==> config.mk <==
export PLATFORM = sky130hd
export DESIGN_NAME = chunk_serial_adder
export DESIGN_NICKNAME = d
export VERILOG_FILES = /design/src/rtl/chunk_serial_adder.sv
export SDC_FILE = /design/constraint.sdc
export NUM_CORES = 1
export LEC_CHECK = 0
export CORE_ASPECT_RATIO = 0.7
export CORE_MARGIN = 3
export CORE_UTILIZATION = 40
export CTS_BUF_LIST = sky130_fd_sc_hd__clkbuf_16
export DETAILED_ROUTE_END_ITERATION = 8
export SYNTH_ARGS = -nofsm -noshare
export SYNTH_HDL_FRONTEND = slang
export SYNTH_SLANG_ARGS = --single-unit
==> constraint.sdc <==
create_clock -name clk -period 5.4 [get_ports clk]
set_input_delay 1.08 -clock clk [delete_from_list [all_inputs] [get_ports clk]]
set_output_delay 1.08 -clock clk [all_outputs]
set_load 0.005 [all_outputs]
==> src/rtl/chunk_serial_adder.sv <==
// Multi-cycle adder/subtractor: CHUNK bits per clock, LSB chunk first,
// carry rippled between chunks through a register.
module chunk_serial_adder #(
    parameter int WIDTH = 16,
    parameter int CHUNK = 4
) (
    input  logic             clk,
    input  logic             rst_n,
    input  logic             start,
    input  logic             sub,
    input  logic [WIDTH-1:0] a,
    input  logic [WIDTH-1:0] b,
    input  logic             cin,
    output logic             busy,
    output logic             done,
    output logic [WIDTH-1:0] sum,
    output logic             cout,
    output logic             ovf,
    output logic             zero
);

    localparam int NCHUNK = WIDTH / CHUNK;
    localparam int IW = (NCHUNK > 1) ? $clog2(NCHUNK) : 1;
    localparam int PW = (NCHUNK > 1) ? WIDTH - CHUNK : 1;

    generate
        if (CHUNK < 1 || WIDTH % CHUNK != 0) begin : g_bad_chunk
            $error("chunk_serial_adder: WIDTH must be a multiple of CHUNK");
        end
    endgenerate

    typedef enum logic [1:0] {IDLE, RUN, DONE} state_e;

    state_e           state_q, state_d;
    logic [WIDTH-1:0] a_q, a_d, b_q, b_d;
    logic [PW-1:0]    part_q, part_d;
    logic [IW-1:0]    idx_q, idx_d;
    logic             carry_q, carry_d;
    logic [WIDTH-1:0] sum_q, sum_d;
    logic             cout_q, cout_d, ovf_q, ovf_d, zero_q, zero_d;

    logic [CHUNK-1:0]    a_ck, b_ck, s_ck;
    logic                c_out, c_msb;
    logic [CHUNK+PW-1:0] part_ext;
    logic [WIDTH-1:0]    result;

    always_comb begin
        a_ck = a_q[CHUNK-1:0];
        b_ck = b_q[CHUNK-1:0];
        {c_out, s_ck} = {1'b0, a_ck} + {1'b0, b_ck} + {{CHUNK{1'b0}}, carry_q};
        // carry into the top bit of this chunk, recovered from the sum bit
        c_msb = s_ck[CHUNK-1] ^ a_ck[CHUNK-1] ^ b_ck[CHUNK-1];
        // finished chunks collect at the top and slide down one chunk per cycle
        part_ext = {s_ck, part_q};
        result = part_ext[CHUNK+PW-1 -: WIDTH];

        state_d = state_q;
        a_d = a_q;
        b_d = b_q;
        part_d = part_q;
        idx_d = idx_q;
        carry_d = carry_q;
        sum_d = sum_q;
        cout_d = cout_q;
        ovf_d = ovf_q;
        zero_d = zero_q;

        unique case (state_q)
            IDLE, DONE: begin
                state_d = IDLE;
                if (start) begin
                    a_d = a;
                    b_d = sub ? ~b : b;
                    carry_d = sub ? 1'b1 : cin;
                    part_d = '0;
                    idx_d = '0;
                    state_d = RUN;
                end
            end
            RUN: begin
                a_d = a_q >> CHUNK;
                b_d = b_q >> CHUNK;
                part_d = part_ext[CHUNK+PW-1 -: PW];
                carry_d = c_out;
                idx_d = idx_q + IW'(1);
                if (idx_q == IW'(NCHUNK - 1)) begin
                    sum_d = result;
                    cout_d = c_out;
                    ovf_d = c_out ^ c_msb;
                    zero_d = (result == '0);
                    idx_d = '0;
                    state_d = DONE;
                end
            end
            default: state_d = IDLE;
        endcase
    end

    always_ff @(posedge clk or negedge rst_n) begin
        if (!rst_n) begin
            state_q <= IDLE;
            a_q <= '0;
            b_q <= '0;
            part_q <= '0;
            idx_q <= '0;
            carry_q <= 1'b0;
            sum_q <= '0;
            cout_q <= 1'b0;
            ovf_q <= 1'b0;
            zero_q <= 1'b0;
        end else begin
            state_q <= state_d;
            a_q <= a_d;
            b_q <= b_d;
            part_q <= part_d;
            idx_q <= idx_d;
            carry_q <= carry_d;
            sum_q <= sum_d;
            cout_q <= cout_d;
            ovf_q <= ovf_d;
            zero_q <= zero_d;
        end
    end

    assign busy = (state_q == RUN);
    assign done = (state_q == DONE);
    assign sum = sum_q;
    assign cout = cout_q;
    assign ovf = ovf_q;
    assign zero = zero_q;

endmodule

-- Word level (Yosys, flattened, before mapping)
Cells that the tools add are included.
- flip-flop bits (word level): 68
- output and inout bits: 21
- add/subtract/negate cells: 3
- equal/unequal tests: 5
- mux-type cells: 16
- bitwise operators: 4
- reductions and logical operators: 6
- operator list (kind ; count):
    16-bit case mux with 2 select lines ; 2
    16-bit two-way mux ; 3
    12-bit case mux with 2 select lines ; 1
    16-bit zero test ; 1
    16-bit NOT ; 1
    12-bit two-way mux ; 1
    2-bit case mux with 2 select lines ; 2
    2-bit two-way mux ; 3
    4-bit by 4-bit adder with 5-bit output ; 1
    5-bit by 1-bit adder with 5-bit output ; 1
    2-bit equality test, second input constant ; 2
    2-bit AND reduction ; 2
    1-bit two-way mux ; 3
    1-bit bitwise XOR ; 3
    2-bit by 1-bit adder with 2-bit output, second input constant ; 1
    2-bit by 1-bit equality test with 1-bit output, second input constant ; 1
    2-bit zero test ; 1
    2-bit by 1-bit != test with 1-bit output, second input constant ; 1
    2-bit != test, second input constant ; 1
    1-bit case mux with 2 select lines ; 1
    2-bit nonzero test ; 1
    2-bit OR reduction ; 1

-- Longest topological paths before layout
Gate-level depths: netlist of the first run.
- depth in word-level cells: 5
- gate-level depth with buffers: 8
- depth with buffers taken out: 8

-- Worst setup path before layout of the first run
OpenSTA, ideal clock, no wires.
- path type: register -> register
- start: register a_q[0]
- end: register zero_q, in the netlist zero
- arrival time: 2157 ps
- path slack: 3166 ps
- stages on the path, launching flop included: 8
- buffers on the path: 0
- cell sequence: dfrtp_1 inv_1 fa_1 fa_1 or4b_1 nor4_1 nand4_1 o21ai_1
- word-level cells in the longest chain between the ends: 3
- RTL lines (what ; RTL line ; source):
    start, declared ; 35 ; logic [WIDTH-1:0] a_q, a_d, b_q, b_d;
    start signal, assigned ; 102 ; a_q <= '0;
    start signal, assigned ; 113 ; a_q <= a_d;
    4-bit by 4-bit adder with 5-bit output ; 50 ; {c_out, s_ck} = {1'b0, a_ck} + {1'b0, b_ck} + {{CHUNK{1'b0}}, carry_q};
    5-bit by 1-bit adder with 5-bit output ; 50 ;
    16-bit zero test ; 90 ; zero_d = (result == '0);
    end signal, assigned ; 121 ; zero_q <= zero_d;
    end, declared ; 40 ; logic cout_q, cout_d, ovf_q, ovf_d, zero_q, zero_d;
Every way passes these cells.
A chain may end at the register's enable or synchronous reset.

-- Final worst setup path of the first run
- start: register state_q[1]
- end: output busy
- word-level cells in the longest chain between the ends: 1
- RTL lines (what ; RTL line ; source):
    start, declared ; 34 ; state_e state_q, state_d;
    start signal, assigned ; 112 ; state_q <= state_d;
    2-bit by 1-bit equality test with 1-bit output ; 125 ; assign busy = (state_q == RUN);
    end, declared ; 14 ; output logic busy,
Every way passes these cells.

==> results of run 1 <==
## metrics by stage
step	util, %	power [mW]
6_report	55.77	2.407
3_5_place_dp	51.70	1.863
5_1_grt	55.77	2.585
2_1_floorplan	-	1.512
3_3_place_gp	51.70	1.835
4_1_cts	55.77	2.429
## layer usage
| layer | track usage [%] | share of wire [%] | routed length, um | vias to the layer above |
|---|---|---|---|---|
| met3 | 4.766 | 4.8 | 303 | 8 |
| met5 | 0 | 0 | 0 | - |
| met4 | 6.431 | 1.4 | 89 | 0 |
| li1 | - | - | - | 999 |
| met1 | 24.81 | 53 | 3319 | 978 |
| met2 | 20.10 | 41 | 2585 | 49 |
## registers in the layout (all words and copies together) (netlist names)
register,flops
carry_q,1
idx_q,2
a_q,16
ovf,1
part_q,12
state_q,2
cout,1
sum,16
zero,1
b_q,16
## final cells by class
cell class	count	share of cell area, %
sequential	68	43.74
multi-input combinational	160	30.14
timing repair buffer	60	15.12
clock buffer	9	5.790
tap	94	3.023
clock inverter	7	1.512
inverter	7	0.6755
## cells by family (layout without fill, tap and decap cells)
| kind of cell | after synthesis | in the layout | synth area share [%] |
|---|---|---|---|
| and+or+nand+nor | 63 | 63 | 9.664 |
| adders and majority gates | 6 | 6 | 3.025 |
| xor gates and xnor gates | 21 | 21 | 6.429 |
| buffers and inverters | 23 | 83 | 3.487 |
| AOI/OAI and AO/OA | 57 | 57 | 15.21 |
| muxes | 13 | 13 | 5.042 |
| DFF | 68 | 68 | 57.14 |
## power groups by stage
| stage | clock network, mW | logic (mW) | registers, mW |
|---|---|---|---|
| after floorplan | 0 | 0.661 | 0.851 |
| after global placement | 0 | 0.947 | 0.888 |
| after detailed placement | 0 | 0.972 | 0.891 |
| after CTS | 0.572 | 0.971 | 0.886 |
| after global routing | 0.598 | 1.07 | 0.914 |
| final | 0.560 | 0.962 | 0.884 |
## path summary, 6_finish.rpt
path	from	end	slack (ps)	cells past startpoint
max	state_q[1]	busy	2200	3
min	ovf	ovf	480	2
max reg2reg	b_q[0]	zero	2940	7
min reg2reg	ovf	ovf	480	2
max in group asynchronous	rst_n	a_q[14]	3900	2
min in group asynchronous	rst_n	sum[5]	940	2
## cell usage after synthesis (all sizes together)
library cell   n
mux2          13
nor3           2
a22oi         10
o2bb2ai        1
nor4           2
fa             2
nand4          1
buf           15
o21ai         15
o211ai         1
dfrtp         68
o31ai          1
nand2b         3
clkbuf         1
nand2         36
inv            7
xnor2         19
a221o         14
ha             4
nor2          14
or4b           1
xor2           2
nor2b          3
a221oi         1
nor4b          1
a22o          14
## critical path, delay by kind of cell (launching register included)
family,cells,cell delay (ps)
buffers and inverters,2,1180
and+or+nand+nor,1,240
DFF,1,360
==> summary.md, run 1 <==
| Metric | Value |
|---|---|
| Initial antenna violation count | 0 |
| Combinational fraction of design power | 40.0% |
| Clock root buffer | clkbuf_16 |
| First-pass detailed-route iteration total | 4 |
| H-tree depth | 3 |
| Final Setup Violations | 0 |
| Internal power | 1.579 mW |
| Port Buf Inserts | 57 |
| Tot GR Track Use | 15.91% |
| First-pass GRT wire length | 10.28 mm |
| RSZ-0062 raised after global routing | no |
| Critical path class | reg2out |
| Worst-path fanout max | 39 |
| Clock-pin slew on the worst setup and hold paths | 50 ps |
| Area of the multi-input gates | 0.001172 mm2 |
| Fillcell total | 640 |
| Layout Skew | 6.552 ps |
| CP arrival | 2120 ps |
| Starting Density | 42.69% |
| Final Cycle Share | 59.20% |
| Final Non-Filler Cells | 405 |
| Sequential-to-total area share from yosys stat | 57.14% |
| Register share of total power | 36.7% |
| Cell area after synthesis | 0.002978 mm2 |
| WL per Instance | 15.55 um |
| Max Clk Rate | 312.8 MHz |
| Crit path time final | 3197 ps |
| Leakage | 1.722 nW |
| Clock share of power | 23.3% |
| Via density | 5.022 |
| Setup bufs post-CTS | 0 |
| Total number of vias | 2034 |
| CTS Buffer Depth | 2 |
| P_sw | 0.8281 mW |
| Synth-to-Final Area Change | 30.63% |
| Switch share | 34.40% |
| DP HPWL | 4.146 mm |
| Slew HR | 38.18% |
| Resized cells post-CTS | 0 |
| Post-synth net total | 294 |
| Worst VDD drop | 0.2955 mV |
| Largest cells by area after synthesis | dfrtp_1 (57%), xnor2_1 (5.3%), a221o_1 (4.7%), mux2_2 (4.5%), nand2_1 (4.4%) |
| Nets | 349 |
| Worst EP required | 4320 ps |
| Final Hold Viols | 0 |
| Register area | 0.001702 mm2 |
| Grt ovf | 0 |
| Die area | 0.008532 mm2 |
| Critical path capture point type | output port |
| Die width | 109.1 um |
| Initial DRC count | 101 |
| Total length of routed wires | 6.297 mm |
| Post-Place Cells | 389 |
| Vias in the first global route | 1901 |
| Avg Inst Size Synth | 11.86 um2 |
| Drt drc | 0 |
| IO Pins | 58 |
| Clock Sinks | 68 |
| Share of layout cells above drive strength 1 | 12.22% |
| Crit-path cells | nand2b_2 -> inv_2 -> clkdlybuf4s50_1 |
| CTS tree | done |
| Min-Delay Path Class | reg2reg |
| Tightest hold margin | 478.7 ps |
| Row cnt | 25 |
| Largest net degree at the start of global routing | 69 |
| CTS Buf Count | 9 |
| Post-synthesis sequential element count | 68 |
| Max-Cap Viols | 0 |
| Startpoint Class | flip-flop |
| N_diodes | 0 |
| Worst-margin pin slew | 924.3 ps |
| Area after DPL | 0.003606 mm2 |
| Cell accounting for the most synthesized area | dfrtp_1 |
| CTS Hold Buffers Added | 0 |
| Pwr Density | 618.7 mW/mm2 |
| ANT nets after route | 0 |
| Max-slew violations | 0 |
| Final Instance Area | 0.003890 mm2 |
| Commonest non-fill, non-tap cell in the layout | dfrtp_1 |
| Slowest cell on crit path | clkdlybuf4s50_1 |
| Final worst slack | 2203 ps |
| Fin Setup TNS | 0 ps |
| Status | finished clean |
| Area fraction of the dominant cell type after synthesis | 57.14% |
| Max stage delay on crit path | 630 ps |
| Place WS | 2361 ps |
| Cell variety after synth | 36 |
| GPL Wtd Cong | 0.7772 |
| Synthesis Warnings | 0 |
| Core ar. | 0.006975 mm2 |
| Clk_lat worst skew | 330 ps |
| Post-synthesis cell count | 251 |
| Most frequent cells in the layout | dfrtp_1 (68), clkdlybuf4s50_1 (56), nand2_1 (35) |
| Die Height | 78.19 um |
Power figures use the tool's default switching activity.
==> inputs of run 2 (changes only) <==
PLACE_DENSITY = 0.67   (was default)
clock period = 2.8 ns   (was 5.4 ns; I/O delays follow)
==> summary.md, run 2 (synthesized netlist as in run 1, its figures left out) <==
| Metric | Value |
|---|---|
| Status | finished clean |
| Reg2reg start | a_q[0] |
| Grt ovf | 0 |
| First-pass GRT wire length | 10.03 mm |
| CTS Buf Count | 9 |
| Commonest non-fill, non-tap cell in the layout | dfrtp_1 |
| Final worst slack | 343.0 ps |
| Drt drc | 0 |
| DP HPWL | 4.176 mm |
| Critical path capture point type | flip-flop |
| Worst VDD drop | 0.4793 mV |
| Worst EP required | 3060 ps |
| Clock root buffer | clkbuf_16 |
| Vias in the first global route | 2049 |
| Nets | 352 |
| Max-slew violations | 0 |
| Largest net degree at the start of global routing | 69 |
| Final Hold Viols | 0 |
| R2R setup slack | 340 ps |
| Layout Skew | 3.729 ps |
| Initial DRC count | 127 |
| Starting Density | 42.69% |
| Crit path time final | 2457 ps |
| Leakage | 1.738 nW |
| Synth-to-Final Area Change | 32.35% |
| Tot GR Track Use | 15.16% |
| Worst-path fanout max | 3 |
| Core ar. | 0.006975 mm2 |
| Place WS | 378.6 ps |
| Startpoint Class | flip-flop |
| CTS Buffer Depth | 2 |
| Clock Sinks | 68 |
| H-tree depth | 3 |
| Final core utilization | 56.50% |
| Max-Cap Viols | 0 |
| Resized cells post-CTS | 0 |
| Share of layout cells above drive strength 1 | 14.01% |
| Initial antenna violation count | 0 |
| Row cnt | 25 |
| Setup bufs post-CTS | 0 |
| Total length of routed wires | 5.952 mm |
| Min-Delay Path Class | in2async |
| Pwr Density | 1190 mW/mm2 |
| Slew HR | 60.06% |
| Via density | 5.091 |
| First-pass detailed-route iteration total | 4 |
| Worst R2R Path Depth | 7 |
| CP endpoint | zero |
| Max Clk Rate | 407.0 MHz |
| Fin Setup TNS | 0 ps |
| GPL Wtd Cong | 0.7497 |
| CTS tree | done |
| Clk_lat worst skew | 330 ps |
| Area of the multi-input gates | 0.001172 mm2 |
| Critical Path Start | a_q[0] |
| N_diodes | 0 |
| Die Height | 78.19 um |
| IO Pins | 58 |
| CP arrival | 2710 ps |
| Die width | 109.1 um |
| ANT nets after route | 0 |
| Register area | 0.001702 mm2 |
| RSZ-0062 raised after global routing | no |
| Die area | 0.008532 mm2 |
| Port Buf Inserts | 57 |
| WL per Instance | 14.59 um |
| Most frequent cells in the layout | dfrtp_1 (68), clkdlybuf4s50_1 (56), nand2_1 (35) |
| Total number of vias | 2077 |
| Clock-pin slew on the worst setup and hold paths | 60 ps |
| Fillcell total | 591 |
| CTS Hold Buffers Added | 0 |
| Worst R2R End | zero |
| Worst-margin pin slew | 598.5 ps |
| Critical path class | reg2reg |
| Final Setup Violations | 0 |
| Final Cycle Share | 87.75% |
[run 2: cell types whose count changed in the layout (fill, tap and decap cells not counted), moves of 2 or more]
cell	delta
clkinvlp_4	+2
inv_6	+2
buf_4	+2
clkinv_1	-2
[run 2: where the power goes]
part           switching (mW)  leakage [nW]  total, mW  internal (mW)
clock network           0.424         0.138       1.12          0.693
registers               0.285         0.864       1.70           1.42
logic                   0.897         0.735       1.87          0.975
[run 2: worst min-delay path by stage]
stage | from | endpoint | slack (ps) | cells after the start
2_1_floorplan | rst_n | a_q[0] | 260 | 0
3_3_place_gp | a_q[9] | a_q[9] | 460 | 2
3_5_place_dp | a_q[9] | a_q[9] | 460 | 2
4_1_cts | rst_n | sum[4] | 260 | 2
5_1_grt | rst_n | sum[0] | 270 | 2
6_report | rst_n | sum[4] | 230 | 2
[run 2: per-stage QoR]
stage / hold slack [ps] / power, mW / cell area [um2] / cells
detailed placement: 462.8 / 3.616 / 3641 / 392
finish: 232.4 / 4.690 / 3941 / 408
global placement: 458.8 / 3.556 / 3641 / 392
global route: 273.5 / 5.029 / 3941 / 408
floorplan: 264.4 / 2.916 / 2978 / 251
CTS: 255.3 / 4.745 / 3941 / 408
[run 2: critical path, stage by stage (launching register included)]
cell and delay (ps):
dfrtp_1 320, inv_1 60, fa_1 500, fa_1 590, or4b_1 460, nor4_1 190, nand4_1 140, o21ai_1 130
[run 2: layout make-up]
cell class	count	area share [%]
clock buffer	9	5.714
clock inverter	7	1.905
inverter	7	0.6667
multi-input combinational	160	29.75
sequential	68	43.17
tap	94	2.984
timing repair buffer	63	15.81
[run 2: layer usage]
metal | wire length (um) | part of all wire [%] | GRT usage [%] | vias up
li1 | - | - | - | 1006
met1 | 2884 | 48 | 21.99 | 992
met2 | 2543 | 43 | 20.22 | 66
met3 | 410 | 6.9 | 5.341 | 13
met4 | 113 | 1.9 | 6.557 | 0
met5 | 0 | 0 | 0 | -
